[src/rtl/pwm_capture.sv]
// PWM receiver: measures high time and period in clk cycles and derives the
// integer duty percentage with a 7-step restoring divider.
module pwm_capture #(
  parameter int CNT_W   = 24,
  parameter int TIMEOUT = 4_000_000
) (
  input  logic             clk,
  input  logic             reset,
  input  logic             pwm_in,
  output logic [CNT_W-1:0] high_cnt,
  output logic [CNT_W-1:0] period_cnt,
  output logic [6:0]       duty_pct,
  output logic             sample_valid,
  output logic             no_signal
);

  // state  | meaning
  // IDLE   | no timing reference yet; counter held at 0
  // HIGH   | measuring high phase since last rise
  // LOW    | high time latched, waiting for rise that closes the period
  typedef enum logic [1:0] {S_IDLE, S_HIGH, S_LOW} state_t;

  localparam int               DW     = CNT_W + 7;
  localparam logic [CNT_W-1:0] TO_VAL = CNT_W'(TIMEOUT);

  state_t           r_state;
  logic             r_sync1, r_sync2, r_prev, r_rise, r_fall;
  logic [CNT_W-1:0] r_cnt;
  logic [CNT_W-1:0] r_hi_lat;
  logic [CNT_W-1:0] r_per_lat;
  logic [CNT_W-1:0] r_div_hi;
  logic             r_div_busy;
  logic [2:0]       r_div_step;
  logic [DW-1:0]    r_rem;
  logic [DW-1:0]    r_dsh;
  logic [6:0]       r_quo;
  logic [CNT_W-1:0] r_high_cnt;
  logic [CNT_W-1:0] r_period_cnt;
  logic [6:0]       r_duty_pct;
  logic             r_sample_valid;
  logic             r_no_signal;

  logic             w_timeout;
  logic             w_period_end;
  logic             w_div_start;
  logic [CNT_W-1:0] w_hi_val;
  logic [DW-1:0]    w_dividend;
  logic             w_ge;

  assign high_cnt     = r_high_cnt;
  assign period_cnt   = r_period_cnt;
  assign duty_pct     = r_duty_pct;
  assign sample_valid = r_sample_valid;
  assign no_signal    = r_no_signal;

  always_ff @(posedge clk) begin
    if (reset) begin
      r_sync1 <= 1'b0;
      r_sync2 <= 1'b0;
      r_prev  <= 1'b0;
      r_rise  <= 1'b0;
      r_fall  <= 1'b0;
    end else begin
      r_sync1 <= pwm_in;
      r_sync2 <= r_sync1;
      r_prev  <= r_sync2;
      r_rise  <= r_sync2 & ~r_prev;
      r_fall  <= ~r_sync2 & r_prev;
    end
  end

  always_ff @(posedge clk) begin
    if (reset) begin
      r_cnt <= '0;
    end else if (r_rise) begin
      r_cnt <= CNT_W'(1);
    end else if (r_state == S_IDLE) begin
      r_cnt <= '0;
    end else if (r_cnt != TO_VAL) begin
      r_cnt <= r_cnt + CNT_W'(1);
    end
  end

  assign w_timeout    = (r_state != S_IDLE) && (r_cnt == TO_VAL);
  assign w_period_end = !w_timeout && r_rise && (r_state != S_IDLE);
  assign w_div_start  = w_period_end && !r_div_busy;
  // A rise while still HIGH means the fall was missed: treat as 100 % duty.
  assign w_hi_val     = (r_state == S_HIGH) ? r_cnt : r_hi_lat;
  assign w_dividend   = {7'd0, w_hi_val} * DW'(100);
  assign w_ge         = (r_rem >= r_dsh);

  always_ff @(posedge clk) begin
    if (reset) begin
      r_state        <= S_IDLE;
      r_hi_lat       <= '0;
      r_per_lat      <= '0;
      r_div_hi       <= '0;
      r_div_busy     <= 1'b0;
      r_div_step     <= '0;
      r_rem          <= '0;
      r_dsh          <= '0;
      r_quo          <= '0;
      r_high_cnt     <= '0;
      r_period_cnt   <= '0;
      r_duty_pct     <= '0;
      r_sample_valid <= 1'b0;
      r_no_signal    <= 1'b1;
    end else begin
      r_sample_valid <= 1'b0;

      case (r_state)
        S_IDLE: begin
          if (r_rise) r_state <= S_HIGH;
        end
        S_HIGH: begin
          if (w_timeout) begin
            r_state <= S_IDLE;
          end else if (r_rise) begin
            r_hi_lat <= r_cnt;
          end else if (r_fall) begin
            r_hi_lat <= r_cnt;
            r_state  <= S_LOW;
          end
        end
        S_LOW: begin
          if (w_timeout) begin
            r_state <= S_IDLE;
          end else if (r_rise) begin
            r_state <= S_HIGH;
          end
        end
        default: r_state <= S_IDLE;
      endcase

      // Timeout overrides both a pending completion and a new divide request.
      if (w_timeout) begin
        r_div_busy   <= 1'b0;
        r_high_cnt   <= '0;
        r_period_cnt <= '0;
        r_duty_pct   <= r_sync2 ? 7'd100 : 7'd0;
        r_no_signal  <= 1'b1;
      end else if (w_div_start) begin
        r_div_busy <= 1'b1;
        r_div_step <= '0;
        r_rem      <= w_dividend;
        r_dsh      <= {1'b0, r_cnt, 6'b0};
        r_quo      <= '0;
        r_div_hi   <= w_hi_val;
        r_per_lat  <= r_cnt;
      end else if (r_div_busy) begin
        r_quo      <= {r_quo[5:0], w_ge};
        r_rem      <= w_ge ? (r_rem - r_dsh) : r_rem;
        r_dsh      <= r_dsh >> 1;
        r_div_step <= r_div_step + 3'd1;
        if (r_div_step == 3'd6) begin
          r_div_busy     <= 1'b0;
          r_high_cnt     <= r_div_hi;
          r_period_cnt   <= r_per_lat;
          r_duty_pct     <= {r_quo[5:0], w_ge};
          r_sample_valid <= 1'b1;
          r_no_signal    <= 1'b0;
        end
      end
    end
  end

endmodule

[config.mk]
export PLATFORM = sky130hd
export DESIGN_NAME = pwm_capture
export DESIGN_NICKNAME = d
export VERILOG_FILES = /design/src/rtl/pwm_capture.sv
export SDC_FILE = /design/constraint.sdc
export NUM_CORES = 1
export LEC_CHECK = 0
export CAP_MARGIN = 20
export CORE_MARGIN = 3
export CORE_UTILIZATION = 60
export CTS_BUF_LIST = sky130_fd_sc_hd__clkbuf_4
export CTS_CLUSTER_DIAMETER = 80
export CTS_CLUSTER_SIZE = 28
export DETAILED_ROUTE_END_ITERATION = 10
export GPL_TIMING_DRIVEN = 0
export MAX_ROUTING_LAYER = met4
export PLACE_DENSITY = 0.79
export REMOVE_ABC_BUFFERS = 1
export SLEW_MARGIN = 20
export SYNTH_ARGS = -nofsm -noshare
export SYNTH_HDL_FRONTEND = slang
export SYNTH_SLANG_ARGS = --single-unit
[constraint.sdc]
create_clock -name clk -period 9.73 [get_ports clk]
set_input_delay 2.919 -clock clk [delete_from_list [all_inputs] [get_ports clk]]
set_output_delay 2.919 -clock clk [all_outputs]
set_load 0.1 [all_outputs]
# Yosys cells after proc, flatten, opt, wreduce, memory -nomap -nowiden
# Index checks and enable logic that the tools add are counted.
dict set report word_totals {
  register_bits 232
  out_inout_bits 57
  inputBits 3
}
dict set report classes {
  eq_ne 8
  bitwise 7
  reduce_logical 24
  n_lt_le_gt_ge 1
  mux 30
  n_mul 1
  n_addsub 3
}
# cell count
set ops {}
lappend ops {{31-bit 2-to-1 mux} 5}
lappend ops {{24-bit 2-to-1 mux} 3}
lappend ops {{7-bit 2-to-1 mux} 5}
lappend ops {{31-bit greater-or-equal comparator} 1}
lappend ops {{31-bit subtractor} 1}
lappend ops {{24-bit by 5-bit multiplier with 29-bit output, second input constant} 1}
lappend ops {{24-bit by 1-bit adder with 24-bit output, second input constant} 1}
lappend ops {{24-bit by 22-bit equality test with 1-bit output, second input constant} 1}
lappend ops {{24-bit by 22-bit != test with 1-bit output, second input constant} 1}
lappend ops {{6-bit 2-to-1 mux} 2}
lappend ops {{3-bit AND reduction} 4}
lappend ops {{2-bit nonzero test} 6}
lappend ops {{2-bit 2-to-1 mux} 5}
lappend ops {{1-bit 2-to-1 mux} 7}
lappend ops {{3-bit 2-to-1 mux} 2}
lappend ops {{3-bit != test, second input constant} 2}
lappend ops {{2-bit case mux with 3 select lines} 1}
lappend ops {{2-bit AND reduction} 3}
lappend ops {{1-bit inverter} 5}
lappend ops {{1-bit logical AND} 4}
lappend ops {{4-bit OR reduction} 1}
lappend ops {{3-bit by 1-bit adder with 3-bit output, second input constant} 1}
lappend ops {{3-bit equality test, second input constant} 1}
lappend ops {{3-bit nonzero test} 1}
lappend ops {{other kinds (8)} 10}

# Logic depth before layout (Yosys ltp)
# Gate-level depths: netlist of run 1.
dict set report logic_depth {
  word_depth 8
  depth_mapped 21
  mapped_depth_nobuf 19
}

# Worst setup path before layout of run 1
# OpenSTA, ideal clock, no wires.
dict set report synth_path {
  kind {register to register}
  from {register r_state[1]}
  to {register r_rem[27]}
  arrival_ns 4.794
  required_ns 9.639
  slack_ns 4.845
  stages_incl_launch_ff 20
  path_cell_list {dfxtp_1 nand2b_1 clkbuf_1 clkbuf_1 mux2i_1 inv_1 ha_1 ha_1 inv_1 fa_1 inv_1 ha_1 nand4_1 or4_1 a31oi_1 o21a_1 a31oi_1 xnor2_1 nand2_1 a311oi_1}
}
# item line
set synth_rtl {}
lappend synth_rtl {{from (decl)} 26} ;# state_t r_state;
lappend synth_rtl {{from (signal assigned)} 94} ;# r_state <= S_IDLE;
lappend synth_rtl {{from (signal assigned)} 113} ;# if (r_rise) r_state <= S_HIGH;
lappend synth_rtl {{from (signal assigned)} 117} ;# r_state <= S_IDLE;
lappend synth_rtl {{2-bit by 1-bit equality test with 1-bit output} 88} ;# assign w_hi_val = (r_state == S_HIGH) ? r_cnt : r_hi_lat;
lappend synth_rtl {{24-bit 2-to-1 mux} 88}
lappend synth_rtl {{named net w_hi_val[11]} 46} ;# logic [CNT_W-1:0] w_hi_val;
lappend synth_rtl {{24-bit by 5-bit multiplier with 29-bit output} 89} ;# assign w_dividend = {7'd0, w_hi_val} * DW'(100);
lappend synth_rtl {{31-bit 2-to-1 mux} 142} ;# end else if (w_div_start) begin
lappend synth_rtl {{to (signal assigned)} 145} ;# r_rem <= w_dividend;
lappend synth_rtl {{to (signal assigned)} 152} ;# r_rem <= w_ge ? (r_rem - r_dsh) : r_rem;
lappend synth_rtl {{to (decl)} 34} ;# logic [DW-1:0] r_rem;
# The timed path passes the listed nets, and every way through them passes these cells.
# A chain may end at the register's enable or synchronous reset.

# Worst setup path in the final report of run 1
dict set report layout_path {
  from {register r_state[1]}
  to {register r_rem[30]}
}
dict set report layout_via {
  elab_chain_cells 8
}
# item
set layout_rtl {}
lappend layout_rtl {{branches (longest 8 deep; another with 24-bit by 5-bit multiplier with 29-bit output)}}
# Several ways; the timed one is not identified.

==> results of run 1 <==
-- per-stage QoR --
stage / setup TNS [ps] / cell area [um^2]
CTS: 0 / 14200
global route: 0 / 14200
detailed placement: 0 / 14000
floorplan: 0 / 12800
finish: 0 / 14200
global placement: -53070 / 13700
-- final timing paths --
check	start	to	slack (ps)	cells past startpoint
worst max-delay path	r_state[1]	r_rem[30]	4370	19
worst max register to register	r_state[1]	r_rem[30]	4370	19
worst min-delay path	r_prev	r_rise	430	1
worst min register to register	r_prev	r_rise	430	1
-- routing by layer --
metal	wire length (um)	up-vias
met5	0	-
met4	567	0
met3	1620	37
met2	14000	248
met1	14600	5336
li1	-	5685
-- state kept, by name, summed over array words and instances, names as in the netlist, 2 cells and up --
| register | count |
|---|---|
| r_rem | 31 |
| r_dsh | 30 |
| high_cnt | 24 |
| period_cnt | 24 |
| r_cnt | 24 |
| r_div_hi | 24 |
| r_hi_lat | 24 |
| r_per_lat | 24 |
| duty_pct | 7 |
| r_quo | 6 |
| r_div_step | 3 |
| r_state | 2 |
-- report_power, final --
| part | total, W | internal [W] | switching (W) | leakage (nW) |
|---|---|---|---|---|
| Combinational | 0.000114 | 0.0000453 | 0.0000692 | 4.06 |
| Sequential | 0.000956 | 0.000953 | 0.00000304 | 1.86 |
| Clock | 0.000389 | 0.0000763 | 0.000313 | 0.0831 |
-- final cells by class --
class                           count  area, um^2
Multi-Input combinational cell   1209        7670
Fill cell                        1845        7180
Sequential cell                   231        4620
Timing Repair Buffer               76         827
Inverter                          145         544
Tap cell                          275         344
Clock buffer                       13        97.6
Clock inverter                      7        60.1
Antenna cell                        2        5.00
-- cell families (layout without fill, tap and decap cells) --
family	count (synthesis)	in the layout
and+or+nand+nor	584	584
AOI/OAI and AO/OA	400	400
buffers and inverters	245	241
DFF	231	231
adders and majority gates	130	130
xor gates and xnor gates	67	67
muxes	28	28
other	0	2
-- worst register-to-register path, delay by kind of cell (launching register included) --
family / cells / cell delay [ps]
xor gates and xnor gates: 1 / 190
buffers and inverters: 4 / 430
adders and majority gates: 4 / 1460
and+or+nand+nor: 4 / 990
DFF: 1 / 470
muxes: 1 / 530
AOI/OAI and AO/OA: 5 / 1190
-- synthesized netlist by cell type (13+ instances only) --
master | count | area, um^2
clkbuf_1 | 81 | 304
xnor2_1 | 36 | 315
mux2i_1 | 20 | 200
dfxtp_1 | 231 | 4620
nand3_1 | 23 | 115
nor3_1 | 25 | 125
nor2_1 | 159 | 597
xor2_1 | 31 | 272
inv_1 | 145 | 544
ha_1 | 110 | 1380
a21o_1 | 28 | 210
nand2_1 | 302 | 1130
fa_1 | 19 | 380
a21oi_1 | 175 | 876
a311oi_1 | 23 | 201
a211oi_1 | 46 | 345
o21a_1 | 16 | 120
nand4_1 | 13 | 81.3
o21ai_0 | 50 | 250
==> metrics.yaml, run 1 <==
gp_congestion: 0.890
syn_avg_cell_area_um2: 7.84
numPortBuffers: 59
drc: 0
place_ws_ps: 4450
die_y_um: 154
synth_compound_area_frac: 0.188
instances_no_fill: 1958
path_class: "flop to flop"
clkSinkCount: 231
drt_iter0_markers: 682
synth_edf_count: 0
min_period_ps: 5360
synth_seq_cells: 231
async_flop_share: 0
min_path_type: "flop to flop"
antenna_found_initial: 2
grt_overflow_total: 0
rows: 53
fin_nets: 1808
power_density_mw_per_mm2: 103
grt_setup_unrepaired: "no"
gr-usage-met2: 0.419
post_cts_buffers: 0
first_global_vias: 10600
use_met3: 0.0288
finalCritPeriodShare: 0.550
ant_nets: 0
cap_violations: 0
cts.clk_slew.worst_paths_ps: 230
grt_pass1_wl_um: 51800
synth_cell_types: 65
fin_ws_ps: 4370
path_cells: "nand2b_2 > buf_12 > mux2i_1 > inv_1 > ha_1 > ha_1 > inv_1 > fa_1 > inv_1 > ha_1 > nand4_1 > nor4_1 > nor2_1 > a31oi_1 > a31oi_1 > a21oi_1 > o22ai_1 > xnor2_1 > a211o_1"
relSlewSlack: 0.332
cts_resized: 0
timing.critical_path.buf_inv: 4
power.total_w: 0.00146
routed_wl_um: 30700
final_util: 0.664
area_growth_pct: 7.26
mostFrequentLayoutCells: "nand2_1, dfxtp_1, a21oi_1, nor2_1, inv_1"
max_stage_delay_ps: 510
cts_root_buf: "clkbuf_4"
worst_path_dominant_cell_family: "adder cells"
synth_cells: 1685
synth_ff_type: "dfxtp_1"
cp-start-kind: "flop"
ios: 60
critPathCaptureType: "flop"
globalRouteMet1Util: 0.364
vias: 11300
dr.pass1.iters: 5
drive_gt1_frac: 0.0381
critPathRequiredTime_ps: 10330
synth_xor_area_frac: 0.0444
tightest_slew_ps: 1000
cts-htree-levels: 1
start_util: 0.619
synth_fa_ha_area_frac: 0.134
synthMuxAreaShare: 0.0220
routedWlPerCell_um: 15.7
synthesis.area_mm2: 0.0132
synthSimpleGateAreaFrac: 0.189
final_hold_viol_count: 0
fp.dieW_um: 154
cts_buffers: 13
grt.total_usage: 0.263
fin_skew_ps: 28.5
setup_viol: 0
place_hpwl_um: 22700
placedCellCount: 1936
maxSlewViolCount: 0
layout_commonest_cell: "nand2_1"
die-area_mm2: 0.0238
grt_max_degree: 104
vias_per_cell: 5.77
peakVddDrop_mv: 0.129
clk-insertion-delay-late_ps: 700
fmax_mhz: 187
worst_ep_arrival_time_ps: 5960
leakage_nw: 6.00
clock_path_buffers: 3
core_area_mm2: 0.0214
worst_hold_slack_ps: 434
path_max_fanout: 25
cts_tree: "done"
busiest_layer: "met2"
synth_sequential_area_ratio: 0.350
hold_buffers: 0
yosysWarnings: 0
cp_slowest_cell: "mux2i_1"
status: "completed"
synth_top_family_by_area: "simple AND/OR/NAND/NOR gates"
Note: power is estimated with default switching activity, not from simulation.
==> run 2, diff against run 1 <==
- clock period: 9.73 -> 5.3 ns (I/O delays scaled with it)
==> run 2 against run 1 <==
Critical path depth up 1. Wire length increased by 0.31%. Largest cell class unchanged. Largest power group unchanged. Non-clock buffer count did not move. Via count fell by 0.25%. Critical endpoint unchanged. Flip-flop and latch count did not move. Worst hold slack worse by 2.1 ps.
==> metrics.yaml, run 2 (synthesis results as in run 1) <==
status: "completed"
dr.pass1.iters: 5  # unchanged
min_path_type: "flop to flop"
peakVddDrop_mv: 0.236  # +83%
ant_nets: 0  # unchanged
p_sw_w: 0.000705  # +83%
vias: 11300  # -0.25%
cap_violations: 0  # unchanged
finalCritPeriodShare: 0.934  # +0.383
cellInternalPower_w: 0.00197  # +84%
reg_top3: "r_rem (31), r_dsh (30)"
clk-insertion-delay-late_ps: 700  # about the same
routed_wl_um: 30800  # +0.31%
die_y_um: 154  # unchanged
setup_viol: 0  # unchanged
antenna_found_initial: 2  # unchanged
rows: 53  # unchanged
grt_overflow_total: 0  # unchanged
fillers: 1838  # -0.38%
die-area_mm2: 0.0238  # unchanged
hold_buffers: 0  # unchanged
fp.dieW_um: 154  # unchanged
regMostFlops: "r_rem"
placed_cell_area_mm2: 0.0140  # unchanged
core_area_mm2: 0.0214  # unchanged
power.total_w: 0.00268  # +84%
leakage_nw: 5.98  # -0.29%
area_growth_pct: 7.81
drive_gt1_frac: 0.0428  # +0.00476
final.setup.tns_ps: 0  # unchanged
drt_iter0_markers: 718  # +5.3%
cts-htree-levels: 1  # unchanged
cts_root_buf: "clkbuf_4"
final_hold_viol_count: 0  # unchanged
clockPowerShare: 0.266  # about the same
clkSinkCount: 231  # unchanged
critPathCaptureType: "flop"
fmax_mhz: 202  # +8.2%
cts_tree: "done"
grt.total_usage: 0.263  # about the same
largest_reg_flops: 31  # unchanged
place_hpwl_um: 22700  # unchanged
numPortBuffers: 59  # unchanged
clock_path_buffers: 3  # unchanged
layout_commonest_cell: "nand2_1"
gp_congestion: 0.890  # unchanged
cts_buffers: 13  # unchanged
routedWlPerCell_um: 15.8  # +0.31%
grt_pass1_wl_um: 51800  # about the same
stdcell_area_mm2: 0.0142  # +0.51%
grt_max_degree: 104  # unchanged
relSlewSlack: 0.328  # -0.00316
vias_per_cell: 5.76  # -0.25%
worst_ep_arrival_time_ps: 5550  # -410 ps
mostFrequentLayoutCells: "nand2_1, dfxtp_1, a21oi_1, nor2_1, inv_1"
fin_skew_ps: 27.4  # -1.12 ps
min_period_ps: 4950  # -407 ps
path_max_fanout: 25  # unchanged
post_cts_buffers: 0  # unchanged
ios: 60  # unchanged
cp-start-kind: "flop"
power_density_mw_per_mm2: 188  # +83%
first_global_vias: 10600  # -0.075%
grt_setup_unrepaired: "no"
tightest_slew_ps: 1010  # +4.74 ps
start_util: 0.619  # unchanged
drc: 0  # unchanged
power_frac_comb: 0.079  # about the same
fin_nets: 1808  # unchanged
path_class: "flop to flop"
maxSlewViolCount: 0  # unchanged
p_sw_frac: 0.263  # -0.000386
seqPwrFrac: 0.655  # about the same
critPathRequiredTime_ps: 5900  # -4430 ps
cts.clk_slew.worst_paths_ps: 230  # about the same
[run 2: power groups by stage]
| stage | logic [W] | clock network, W | registers [W] |
|---|---|---|---|
| after CTS | 0.000209 | 0.000733 | 0.00175 |
| final | 0.000211 | 0.000712 | 0.00175 |
| after detailed placement | 0.000207 | 0 | 0.00179 |
| after global placement | 0.000203 | 0 | 0.00179 |
| after global routing | 0.000231 | 0.000785 | 0.00176 |
| after floorplan | 0.000146 | 0 | 0.00178 |
[run 2: final cells by class]
cell class	instances	area (um^2)	share of cell area
Antenna cell	2	5.00	0.000351
Clock buffer	13	97.6	0.00685
Multi-Input combinational cell	1209	7740	0.543
Tap cell	275	344	0.0242
Timing Repair Buffer	76	827	0.0581
Inverter	145	544	0.0382
Sequential cell	231	4630	0.325
Clock inverter	7	60.1	0.00422
[run 2: worst paths after layout]
path | from | to | slack (ps) | depth (start not counted)
max | r_state[0] | r_rem[30] | 350 | 20
min | r_prev | r_rise | 430 | 1
max reg2reg | r_state[0] | r_rem[30] | 350 | 20
min reg2reg | r_prev | r_rise | 430 | 1
[run 2: per-layer routing]
metal / wire length (um) / vias to the layer above / track usage
li1: - / 5684 / -
met1: 14500 / 5286 / 0.365
met2: 14000 / 269 / 0.420
met5: 0 / - / -
met3: 1680 / 39 / 0.0283
met4: 581 / 0 / 0.0559
[run 2: timing repair]
item,4_1_cts,5_1_grt
setup endpoints to repair,3,8
gates resized for setup,3,10
gates cloned,0,0
hold endpoints to repair,0,0
[run 2: worst max-delay path, cell delays in order, from the launching register on]
cell      delay [ps]
dfxtp_1          530
nand2b_4         160
buf_12           200
nand2_1           90
o21a_1           270
inv_1             80
ha_1             300
ha_1             280
inv_1             50
fa_1             490
inv_1             40
ha_1             380
nand4_1          240
nor4_1           310
nor2_1           130
a31oi_2          220
a31oi_1          230
a21oi_1          220
o22ai_1          120
xnor2_1          190
a211o_1          280
[run 2: metrics by stage]
stage	cells	setup WS (ps)	hold WS, ps	utilization
CTS	1956	56.3	425	0.664
global route	1958	0.445	443	0.667
finish	1958	351	432	0.667
global placement	1919	-6240	391	0.643
detailed placement	1936	17.7	402	0.656
floorplan	1585	-1390	383	-
==> run 3, diff against run 2 <==
- CTS_CLUSTER_DIAMETER: 80 -> 100
==> run 3 against run 2 <==
Final cell count is 0.26% lower. First-iteration DRC count is 1.1% lower. Wire length is 0.25% lower. Setup slack worse by 20 ps. Highest routed layer unchanged. Via count is 0.12% lower. Sequential share of layout area is 0.10 points higher. Clock skew is 47 ps higher.
==> metrics.yaml, run 3 (synthesis results as in run 1) <==
die-area_mm2: 0.0238  # unchanged
grt_pass1_wl_um: 51800  # about the same
vias: 11300  # -0.12%
leakage_nw: 5.97  # -0.19%
peakVddDrop_mv: 0.254  # +7.6%
layout_commonest_cell: "nand2_1"
area_growth_pct: 7.50
cts_resized: 3  # unchanged
cts.clk_slew.worst_paths_ps: 270  # +40 ps
grt_overflow_total: 0  # unchanged
fmax_mhz: 201  # -0.40%
place_ws_ps: 17.7  # unchanged
cts_root_buf: "clkbuf_4"
clock_path_buffers: 3  # unchanged
p_sw_w: 0.000673  # -4.6%
start_util: 0.619  # unchanged
stdcell_area_mm2: 0.0142  # -0.29%
seqPwrFrac: 0.667  # +0.012
min_period_ps: 4970  # +19.8 ps
maxSlewViolCount: 0  # unchanged
power_density_mw_per_mm2: 185  # -1.4%
power_frac_comb: 0.080  # about the same
instances_no_fill: 1953  # -0.26%
core_area_mm2: 0.0214  # unchanged
ios: 60  # unchanged
path_max_fanout: 25  # unchanged
numPortBuffers: 59  # unchanged
relSlewSlack: 0.333  # +0.00486
gp_congestion: 0.890  # unchanged
grt.total_usage: 0.263  # about the same
drt_iter0_markers: 710  # -1.1%
p_sw_frac: 0.256  # -0.00773
clockPowerShare: 0.253  # -0.013
ant_nets: 0  # unchanged
routedWlPerCell_um: 15.8  # about the same
cellInternalPower_w: 0.00196  # -0.66%
fp.dieW_um: 154  # unchanged
clkSinkCount: 231  # unchanged
worst_ep_arrival_time_ps: 5560  # about the same
vias_per_cell: 5.77  # +0.14%
grt_setup_unrepaired: "no"
drc: 0  # unchanged
finalCritPeriodShare: 0.937  # +0.00374
tightest_slew_ps: 1000  # -7.28 ps
regMostFlops: "r_rem"
reg_top3: "r_rem (31), r_dsh (30)"
mostFrequentLayoutCells: "nand2_1, dfxtp_1, a21oi_1, nor2_1, inv_1"
antenna_found_initial: 1  # -1
place_hpwl_um: 22700  # unchanged
critPathRequiredTime_ps: 5890  # about the same
final.setup.tns_ps: 0  # unchanged
placed_cell_area_mm2: 0.0140  # unchanged
hold_buffers: 0  # unchanged
fin_ws_ps: 332  # -19.8 ps
die_y_um: 154  # unchanged
dr.pass1.iters: 5  # unchanged
critPathCaptureType: "flop"
cp-start-kind: "flop"
drive_gt1_frac: 0.0400  # -0.00286
grt_max_degree: 104  # unchanged
final_hold_viol_count: 0  # unchanged
placedCellCount: 1936  # unchanged
setup_viol: 0  # unchanged
first_global_vias: 10600  # -0.25%
largest_reg_flops: 31  # unchanged
fin_nets: 1807  # -0.055%
fin_skew_ps: 74.2  # +46.9 ps
post_cts_buffers: 0  # unchanged
routed_wl_um: 30800  # -0.25%
status: "completed"
cts_buffers: 12  # -1
rows: 53  # unchanged
cap_violations: 0  # unchanged
clk-insertion-delay-late_ps: 700  # about the same
path_class: "flop to flop"
cts_tree: "done"
power.total_w: 0.00263  # -1.7%
cts-htree-levels: 1  # unchanged
min_path_type: "flop to flop"
[run 3: stage by stage]
| stage | hold WS (ps) | utilization |
|---|---|---|
| 3_3_place_gp | 391 | 0.643 |
| 5_1_grt | 443 | 0.665 |
| 2_1_floorplan | 383 | - |
| 4_1_cts | 428 | 0.662 |
| 3_5_place_dp | 402 | 0.656 |
| 6_report | 430 | 0.665 |
[run 3: final cells by class]
cell class	instances	area, um^2
sequential	231	4630
clock inverter	2	23.8
antenna	2	5.00
multi-input combinational	1209	7730
inverter	145	544
clock buffer	13	97.6
timing repair buffer	76	827
tap	275	344
fill	1840	7150
[run 3: final timing paths]
| path | depth (start not counted) | startpoint | to | slack, ps |
|---|---|---|---|---|
| setup / recovery | 18 | r_state[1] | r_rem[27] | 330 |
| hold / removal | 1 | r_prev | r_rise | 430 |
| setup reg to reg | 18 | r_state[1] | r_rem[27] | 330 |
| hold reg to reg | 1 | r_prev | r_rise | 430 |
[run 3: per-layer routing]
layer	global-route usage	up-vias	part of all wire
met3	0.0291	38	0.052
met1	0.365	5294	0.47
li1	-	5672	-
met5	-	-	0
met2	0.420	261	0.46
met4	0.0542	0	0.021
[run 3: power by group through the flow]
stage               sequential (W)  combinational [W]  clock [W]
floorplan                  0.00178           0.000146          0
CTS                        0.00176           0.000209   0.000685
global placement           0.00179           0.000203          0
finish                     0.00176           0.000210   0.000667
global route               0.00176           0.000231   0.000735
detailed placement         0.00179           0.000207          0
[run 3: worst max-delay path, cell delays in order (launching register included)]
cell      delay [ps]
dfxtp_2          440
nand2b_4         220
buf_12           230
mux2i_4          350
inv_1             80
ha_1             280
ha_1             280
inv_1             50
fa_1             490
inv_1             40
ha_1             380
nand4_1          240
or4_1            640
a31oi_1          320
o21a_1           220
a31oi_1          110
xnor2_1          190
nand2_1           80
a311oi_1         230
